--- src/rtl/ysyx_22040127_booth_mul.sv ---
// Iterative radix-4 Booth multiplier for the M-extension path (MUL/MULH/MULHSU/MULHU/MULW).
// Valid/ready on both sides, early exit once the remaining multiplier digits are all zero.
module ysyx_22040127_booth_mul #(
    parameter int XLEN    = 64,
    parameter bit WORD_EN = 1'b1
) (
    input  logic            clk,
    input  logic            rst,
    input  logic            flush,
    input  logic            in_valid,
    output logic            in_ready,
    input  logic [XLEN-1:0] x,
    input  logic [XLEN-1:0] y,
    input  logic            xs,
    input  logic            ys,
    input  logic            word,
    output logic            out_valid,
    input  logic            out_ready,
    output logic [XLEN-1:0] high,
    output logic [XLEN-1:0] low
);

    localparam int PW  = 2 * XLEN;
    localparam int MRW = XLEN + 3;
    localparam int CW  = $clog2(XLEN / 2 + 1);
    localparam bit WORD_OK = WORD_EN && (XLEN >= 32);

    typedef enum logic [1:0] {
        IDLE = 2'd0,
        BUSY = 2'd1,
        DONE = 2'd2
    } state_t;

    state_t          state_q;
    logic            in_ready_q;
    logic            out_valid_q;
    logic [PW-1:0]   m_q;
    logic [MRW-1:0]  mr_q;
    logic [PW-1:0]   acc_q;
    logic [CW-1:0]   cnt_q;
    logic            word_q;
    logic [XLEN-1:0] high_q;
    logic [XLEN-1:0] low_q;

    logic            word_eff;
    logic [31:0]     x32;
    logic [31:0]     y32;
    logic [PW-1:0]   m_full;
    logic [PW-1:0]   m_word;
    logic [MRW-1:0]  mr_full;
    logic [MRW-1:0]  mr_word;

    assign word_eff = WORD_OK && word;
    assign x32      = 32'(x);
    assign y32      = 32'(y);
    assign m_full   = PW'($signed({xs & x[XLEN-1], x}));
    assign m_word   = PW'($signed({xs & x32[31], x32}));
    assign mr_full  = {{2{ys & y[XLEN-1]}}, y, 1'b0};
    assign mr_word  = MRW'($signed({{2{ys & y32[31]}}, y32, 1'b0}));

    logic [PW-1:0]   m2;
    logic [PW-1:0]   addend;
    logic [PW-1:0]   acc_d;
    logic [PW-1:0]   m_d;
    logic [MRW-1:0]  mr_d;
    logic            uniform;
    logic [CW-1:0]   n_last;
    logic [PW-1:0]   res;
    logic [63:0]     p64;
    logic [XLEN-1:0] high_d;
    logic [XLEN-1:0] low_d;

    always_comb begin
        m2 = {m_q[PW-2:0], 1'b0};
        addend = '0;
        case (mr_q[2:0])
            3'b001, 3'b010: addend = m_q;
            3'b011:         addend = m2;
            3'b100:         addend = -m2;
            3'b101, 3'b110: addend = -m_q;
            default:        addend = '0;
        endcase
        acc_d   = acc_q + addend;
        mr_d    = {{2{mr_q[MRW-1]}}, mr_q[MRW-1:2]};
        m_d     = {m_q[PW-3:0], 2'b00};
        uniform = (mr_q == '0) || (&mr_q);
        n_last  = word_q ? CW'(16) : CW'(XLEN / 2);
        // The detect cycle latches the untouched accumulator; a capped exit latches the final add.
        res     = uniform ? acc_q : acc_d;
        p64     = 64'(res);
        if (word_q) begin
            high_d = XLEN'($signed(p64[63:32]));
            low_d  = XLEN'($signed(p64[31:0]));
        end else begin
            high_d = res[PW-1:XLEN];
            low_d  = res[XLEN-1:0];
        end
    end

    always_ff @(posedge clk) begin
        if (rst) begin
            state_q     <= IDLE;
            in_ready_q  <= 1'b1;
            out_valid_q <= 1'b0;
            m_q         <= '0;
            mr_q        <= '0;
            acc_q       <= '0;
            cnt_q       <= '0;
            word_q      <= 1'b0;
            high_q      <= '0;
            low_q       <= '0;
        end else if (flush) begin
            state_q     <= IDLE;
            in_ready_q  <= 1'b1;
            out_valid_q <= 1'b0;
        end else begin
            case (state_q)
                IDLE: begin
                    if (in_valid) begin
                        state_q    <= BUSY;
                        in_ready_q <= 1'b0;
                        word_q     <= word_eff;
                        m_q        <= word_eff ? m_word : m_full;
                        mr_q       <= word_eff ? mr_word : mr_full;
                        acc_q      <= '0;
                        cnt_q      <= '0;
                    end
                end
                BUSY: begin
                    if (uniform || (cnt_q == n_last)) begin
                        state_q     <= DONE;
                        out_valid_q <= 1'b1;
                        high_q      <= high_d;
                        low_q       <= low_d;
                    end
                    if (!uniform) begin
                        acc_q <= acc_d;
                        mr_q  <= mr_d;
                        m_q   <= m_d;
                        cnt_q <= cnt_q + CW'(1);
                    end
                end
                DONE: begin
                    if (out_ready) begin
                        state_q     <= IDLE;
                        in_ready_q  <= 1'b1;
                        out_valid_q <= 1'b0;
                    end
                end
                default: begin
                    state_q     <= IDLE;
                    in_ready_q  <= 1'b1;
                    out_valid_q <= 1'b0;
                end
            endcase
        end
    end

    assign in_ready  = in_ready_q;
    assign out_valid = out_valid_q;
    assign high      = high_q;
    assign low       = low_q;

endmodule

--- config.mk ---
export PLATFORM = sky130hd
export DESIGN_NAME = ysyx_22040127_booth_mul
export DESIGN_NICKNAME = d
export VERILOG_FILES = /design/src/rtl/ysyx_22040127_booth_mul.sv
export SDC_FILE = /design/constraint.sdc
export NUM_CORES = 2
export LEC_CHECK = 0
export BUFFER_PORTS_ARGS = -buffer_cell sky130_fd_sc_hd__buf_2
export CAP_MARGIN = 20
export CORE_ASPECT_RATIO = 0.7
export CORE_MARGIN = 2
export CORE_UTILIZATION = 45
export CTS_CLUSTER_SIZE = 12
export DETAILED_ROUTE_END_ITERATION = 12
export PLACE_DENSITY_LB_ADDON = 0.2
export SYNTH_ARGS = -nofsm -noshare
export SYNTH_HDL_FRONTEND = slang
export SYNTH_SLANG_ARGS = --single-unit
--- constraint.sdc ---
create_clock -name clk -period 6.28 [get_ports clk]
set_input_delay 0.628 -clock clk [delete_from_list [all_inputs] [get_ports clk]]
set_output_delay 0.628 -clock clk [all_outputs]
set_load 0.01 [all_outputs]
---- Yosys cells after proc, flatten, opt, wreduce, memory -nomap -nowiden ----
Index checks and enable logic that the tools add are counted.
word-level totals
  word-level logic and storage cells ...... 80
  bits in registers ....................... 462
  bits of input ports ..................... 136
  output and inout port bits .............. 130
operators by class
  equality and inequality tests ........... 13
  muxes and demuxes ....................... 28
  bitwise operators ....................... 7
  reductions and logical operators ........ 17
  $add $sub $neg .......................... 4
operator list
  kind                                            count
  two-way mux 128 bit                             5
  case mux 128 bit (2 select lines)               2
  case mux 128 bit (4 select lines)               1
  negation 128 bit                                2
  two-way mux 67 bit                              2
  case mux 67 bit (2 select lines)                1
  adder 128 bit                                   1
  two-way mux 64 bit                              2
  logical NOT 67 bit                              1
  AND reduction 67 bit                            1
  two-way mux 66 bit                              1
  two-way mux 6 bit                               3
  AND reduction 3 bit                             6
  case mux 6 bit (2 select lines)                 1
  == test 3 bit (second input constant)           3
  != test 2 bit (second input constant)           4
  AND reduction 4 bit                             2
  adder 6 x 1 -> 6 bit (second input constant)    1
  == test 3 x 2 -> 1 bit (second input constant)  2
  == test 6 bit                                   1
  two-way mux 2 bit                               3
  case mux 1 bit (3 select lines)                 2
  case mux 2 bit (3 select lines)                 1
  OR reduction 2 bit                              3
  other kinds (9)                                 18

---- Longest topological paths before layout ----
  depth after elaboration ................. 6
  mapped depth ............................ 28
  mapped depth without buffers ............ 27

---- Worst setup path before layout ----
No wires, ideal clock.
  path kind ............................... reg-to-reg
  start point ............................. register m_q[18]
  end point ............................... register high_q[49], in the netlist high[49]
  stages on the path, launching flop included .. 25
  buffers on the path ..................... 2
  required time ........................... 6166 ps
  clock period less this slack ............ 6040 ps
  arrival ................................. 5926 ps
  library setup time ...................... 114 ps
  setup slack ............................. 240 ps
  cell sequence ........................... dfxtp_1 > buf_4 > nor4_4 > nand4_4 > nor3_2 > nand4b_1 > or3_1 > or3_4 > or3_4 > or3_1 > xor2_1 > a221o_1 > ha_1 > clkbuf_1 > nand4_1 > or3_1 > nor3_1 > o2111ai_1 > nand3_1 > a21oi_1 > o21bai_1 > a21boi_1 > o31ai_1 > xnor2_1 > a2111oi_0
on the way
  longest elaborated chain between the ends .. 5
  elaborated cells between the ends (all ways) .. 6
  classes of those cells .................. add/sub: 3; mux: 3
RTL lines
  what                                 line    RTL
  start, declared                      37      logic [PW-1:0] m_q;
  start signal, assigned               123     m_q <= word_eff ? m_word : m_full;
  start signal, assigned               139     m_q <= m_d;
  negation 128 bit (on tied branches)  80, 79
  case mux 128 bit (4 select lines) *  76      case (mr_q[2:0])
  adder 128 bit *                      83      acc_d = acc_q + addend;
  two-way mux 128 bit *                --
  two-way mux 64 bit *                 91      if (word_q) begin
  end signal, assigned                 133     high_q <= high_d;
  end, declared                        42      logic [XLEN-1:0] high_q;
Mark *: on every way between the ends. The rest lies on a longest branch, timed or not.
A chain may end at the register's enable or synchronous reset.

---- Worst setup path in the final report ----
  start point ............................. register m_q[0]
  end point ............................... register acc_q[125]
on the way
  longest elaborated chain between the ends .. 5
  elaborated cells between the ends (all ways) .. 6
  classes of those cells .................. add/sub: 3; mux: 3
RTL lines
  what                                 line    RTL
  negation 128 bit (on tied branches)  80, 79
  case mux 128 bit (4 select lines) *  76
  adder 128 bit *                      83
  two-way mux 128 bit *                136     if (!uniform) begin
  case mux 128 bit (2 select lines) *  117     case (state_q)
  end signal, assigned                 107     acc_q <= '0;
  end signal, assigned                 125     acc_q <= '0;
  end signal, assigned                 137     acc_q <= acc_d;
  end, declared                        39      logic [PW-1:0] acc_q;
Marks and branches as above.

==> flow_metrics.py <==
metrics = {
    "synth": {
        "synthAdderAreaFrac_pct": 4.72,
        "ys_seq_elements": 462,
        "synth.cell_area_um2": 34900,
        "syn-num-nets": 5224,
        "netlist_instances": 4957,
        "syn_area_per_cell_um2": 7.04,
        "synth-async-reset-ratio_pct": 0,
        "synth_area_leaders": "dfxtp_1 26%, nand2_1 8.1%, a21oi_1 6.5%",
        "yosys_warnings": 0,
        "synth_top_area_share_pct": 26.5,
        "yosysTopAreaCell": "dfxtp_1",
        "synth_xor_area_share_pct": 7.69,
        "synthFlopType": "dfxtp_1",
        "synth_edf_count": 0,
        "synth_simple_gate_area_share_pct": 24.4,
        "synth_top_family_by_area": "compound AO/OA/AOI/OAI gates",
        "synth.area.mux_share_pct": 1.32,
        "synth_compound_area_share_pct": 29.5,
        "synth_cell_types": 88,
        "yosysSeqAreaShare_pct": 26.5,
    },
    "sta": {
        "slew_violations": 0,
        "skew_ns": 0.0362,
        "worst_pin_slew_ns": 1.13,
        "finalSetupTns_ns": 0,
        "rsz0062_at_grt": "yes",
        "min_period_ns": 6.19,
        "max_slew_margin_pct": 24.3,
        "fmax_mhz": 162,
        "hold_violations": 0,
        "setup_viol": 0,
        "period_share_pct": 98.6,
    },
    "cells_and_area": {
        "final_cell_mix": "762 x buf_4, 744 x nand2_1, 505 x nor2_1",
        "area_delta_synth_final_pct": 27.0,
        "fill_cells": 7478,
        "num-nets-final": 5849,
        "multi_input_area_um2": 24700,
        "drive_gt1_share_pct": 24.3,
        "mostFrequentLayoutCell": "buf_4",
        "seqCellArea_um2": 9260,
    },
    "global_routing": {
        "grt_pass1_vias": 35700,
        "grt_usage_pct": 38.5,
        "grt_pass1_wl_um": 234000,
        "grt_max_degree": 210,
        "antenna_found_initial": 6,
        "grt-ovfl-total": 0,
    },
    "worst_setup_path": {
        "reg2reg_depth": 28,
        "critPathArrivalTime_ns": 6.67,
        "crit_required_ns": 6.76,
        "crit_path_max_incr_delay_ns": 0.42,
        "path_max_fanout": 5,
        "crit_type": "reg2reg",
        "r2r-start": "m_q[0]",
        "reg2reg_slack_ns": 0.09,
        "cpMaxStageDelayCell": "or3_1",
        "end_kind": "flop",
        "startpoint": "m_q[0]",
        "worst_setup_path_start_kind": "flop",
        "rr_endpoint": "acc_q[125]",
    },
    "route": {
        "route.met3.wl_um": 26300,
        "dr.pass1.iters": 6,
        "route.met2.wl_um": 55300,
        "vias_per_cell": 6.16,
        "drt.antenna.violating_nets": 0,
        "wl_met1_um": 76600,
        "dr.first_iter.drc_count": 5901,
        "top_layer": "met5",
        "route.detailed.drc": 0,
        "post_drt_wl_per_cell_um": 24.1,
        "vias": 41000,
        "routed_wl_um": 160000,
    },
    "placement": {
        "placement.io_buffers": 265,
        "dpl.hpwl_um": 122000,
        "place_congestion": 1.04,
    },
    "floorplanning": {
        "die_area_um2": 79900,
        "start_util_pct": 45.4,
        "fp.dieH_um": 237,
        "num_io_pins": 266,
        "die_x_um": 337,
        "core_um2": 76900,
        "std_cell_rows": 85,
    },
    "clock_tree": {
        "cts-root-buf": "clkbuf_16",
        "worstSkewPairLatency_ns": 0.65,
        "cts_tree": "built",
        "clockBufferDepth": 3,
        "path_clk_slew_ns": 0.06,
        "cts_buffers": 49,
        "cts_sinks": 462,
        "h-tree-depth": 2,
    },
    "hold_path": {
        "hp-class": "in2reg",
        "hold_depth": 3,
        "hp-start": "x[5]",
        "whs_endpoint": "m_q[5]",
    },
    "power_and_ir_drop": {
        "clockPowerShare_pct": 35.3,
        "cell_internal_pwr_mw": 5.60,
        "p_leak_nw": 18.2,
        "netSwitchingPower_mw": 2.95,
        "ir_worst_vdd_uv": 188,
        "p_sw_share_pct": 34.5,
        "pwr-share-comb_pct": 27.6,
        "seqPwrFrac_pct": 37.1,
        "power_mw": 8.55,
        "cellPowerDensity_nw_per_um2": 193,
    },
    "flow_run": {
        "cap_violations": 0,
    },
    "outcome": {
        "run_status": "completed",
    },
}
[cell type report]
cell class / count / area share (%)
inverters: 70 / 0.592
diodes: 2 / 0.0113
multi-input cells: 3959 / 55.7
clock inverters: 14 / 0.451
flip-flops and latches: 462 / 20.9
well taps: 1044 / 2.94
repair buffers: 1040 / 16.3
clock buffers: 68 / 3.06
[cell families (layout without fill, tap and decap cells)]
| group | Yosys count | count (layout) |
|---|---|---|
| adders and majority gates | 131 | 131 |
| muxes | 44 | 44 |
| buffers and inverters | 536 | 1192 |
| and+or+nand+nor | 1867 | 1867 |
| AOI/OAI and AO/OA | 1612 | 1612 |
| DFF | 462 | 462 |
| xor gates and xnor gates | 305 | 305 |
| other | 0 | 2 |
[how the worst max path moves through the flow]
stage / depth (start not counted) / to / slack, ns
after detailed placement: 29 / acc_q[123] / -0.41
after CTS: 29 / high[24] / 0.002
after global routing: 27 / acc_q[123] / -0.14
after global placement: 28 / acc_q[127] / -0.23
after floorplan: 24 / high[49] / 0.24
final: 28 / acc_q[125] / 0.09
[power groups by stage]
stage | registers (mW) | clock network, mW | logic (mW)
3_5_place_dp | 3.22 | 0 | 2.19
6_report | 3.17 | 3.02 | 2.36
3_3_place_gp | 3.22 | 0 | 2.18
2_1_floorplan | 3.14 | 0 | 1.27
5_1_grt | 3.18 | 3.15 | 2.49
4_1_cts | 3.16 | 3.04 | 2.20
[stage by stage]
step	setup slack [ns]	cells	hold slack (ns)	utilization (%)	area (µm²)
6_report	0.0890	6659	0.253	57.7	44400
5_1_grt	-0.137	6658	0.256	57.7	44400
4_1_cts	0.00190	6637	0.230	56.3	43300
3_5_place_dp	-0.407	6555	0.425	54.2	41700
3_3_place_gp	-0.229	6555	0.420	54.2	41700
2_1_floorplan	0.240	4957	0.449	-	34900
[cell usage after synthesis, types with 53 or more instances]
cell	n
dfxtp_1	462
xnor2_1	168
nand3_1	53
o21ai_0	405
a21oi_1	455
clkbuf_1	423
nand2_1	749
ha_1	130
or3_1	53
a22oi_1	122
nand4_1	114
xor2_1	135
nor2b_1	77
a21o_1	55
a311oi_1	66
nor2_1	526
nor3_1	111
inv_1	68
o221ai_1	99
[critical path: cells and delay by family (launching register included)]
kind | cells | cell delay, ns
AOI/OAI and AO/OA | 6 | 1.00
xor gates and xnor gates | 2 | 0.32
adders and majority gates | 1 | 0.40
buffers and inverters | 5 | 0.71
DFF | 1 | 0.33
and+or+nand+nor | 14 | 3.27
[per-layer routing]
layer | vias to the layer above | GRT usage, %
li1 | 19100 | -
met1 | 19400 | 62.4
met2 | 2437 | 45.3
met3 | 160 | 15.9
met4 | 4 | 5.82
met5 | - | 0
[what timing repair did]
item	CTS	global route
setup buffers	0	21
pin swaps	3	48
hold buffers	0	0
resized for setup	27	210
endpoints found under the setup margin	79	168
[flip-flops by register name, indices dropped and copies added (netlist names)]
name,cells
in_ready,1
m_q,128
out_valid,1
low,64
state_q,2
cnt_q,6
acc_q,128
high,64
word_q,1
mr_q,67
No activity file was read; power rests on OpenSTA's default activity.
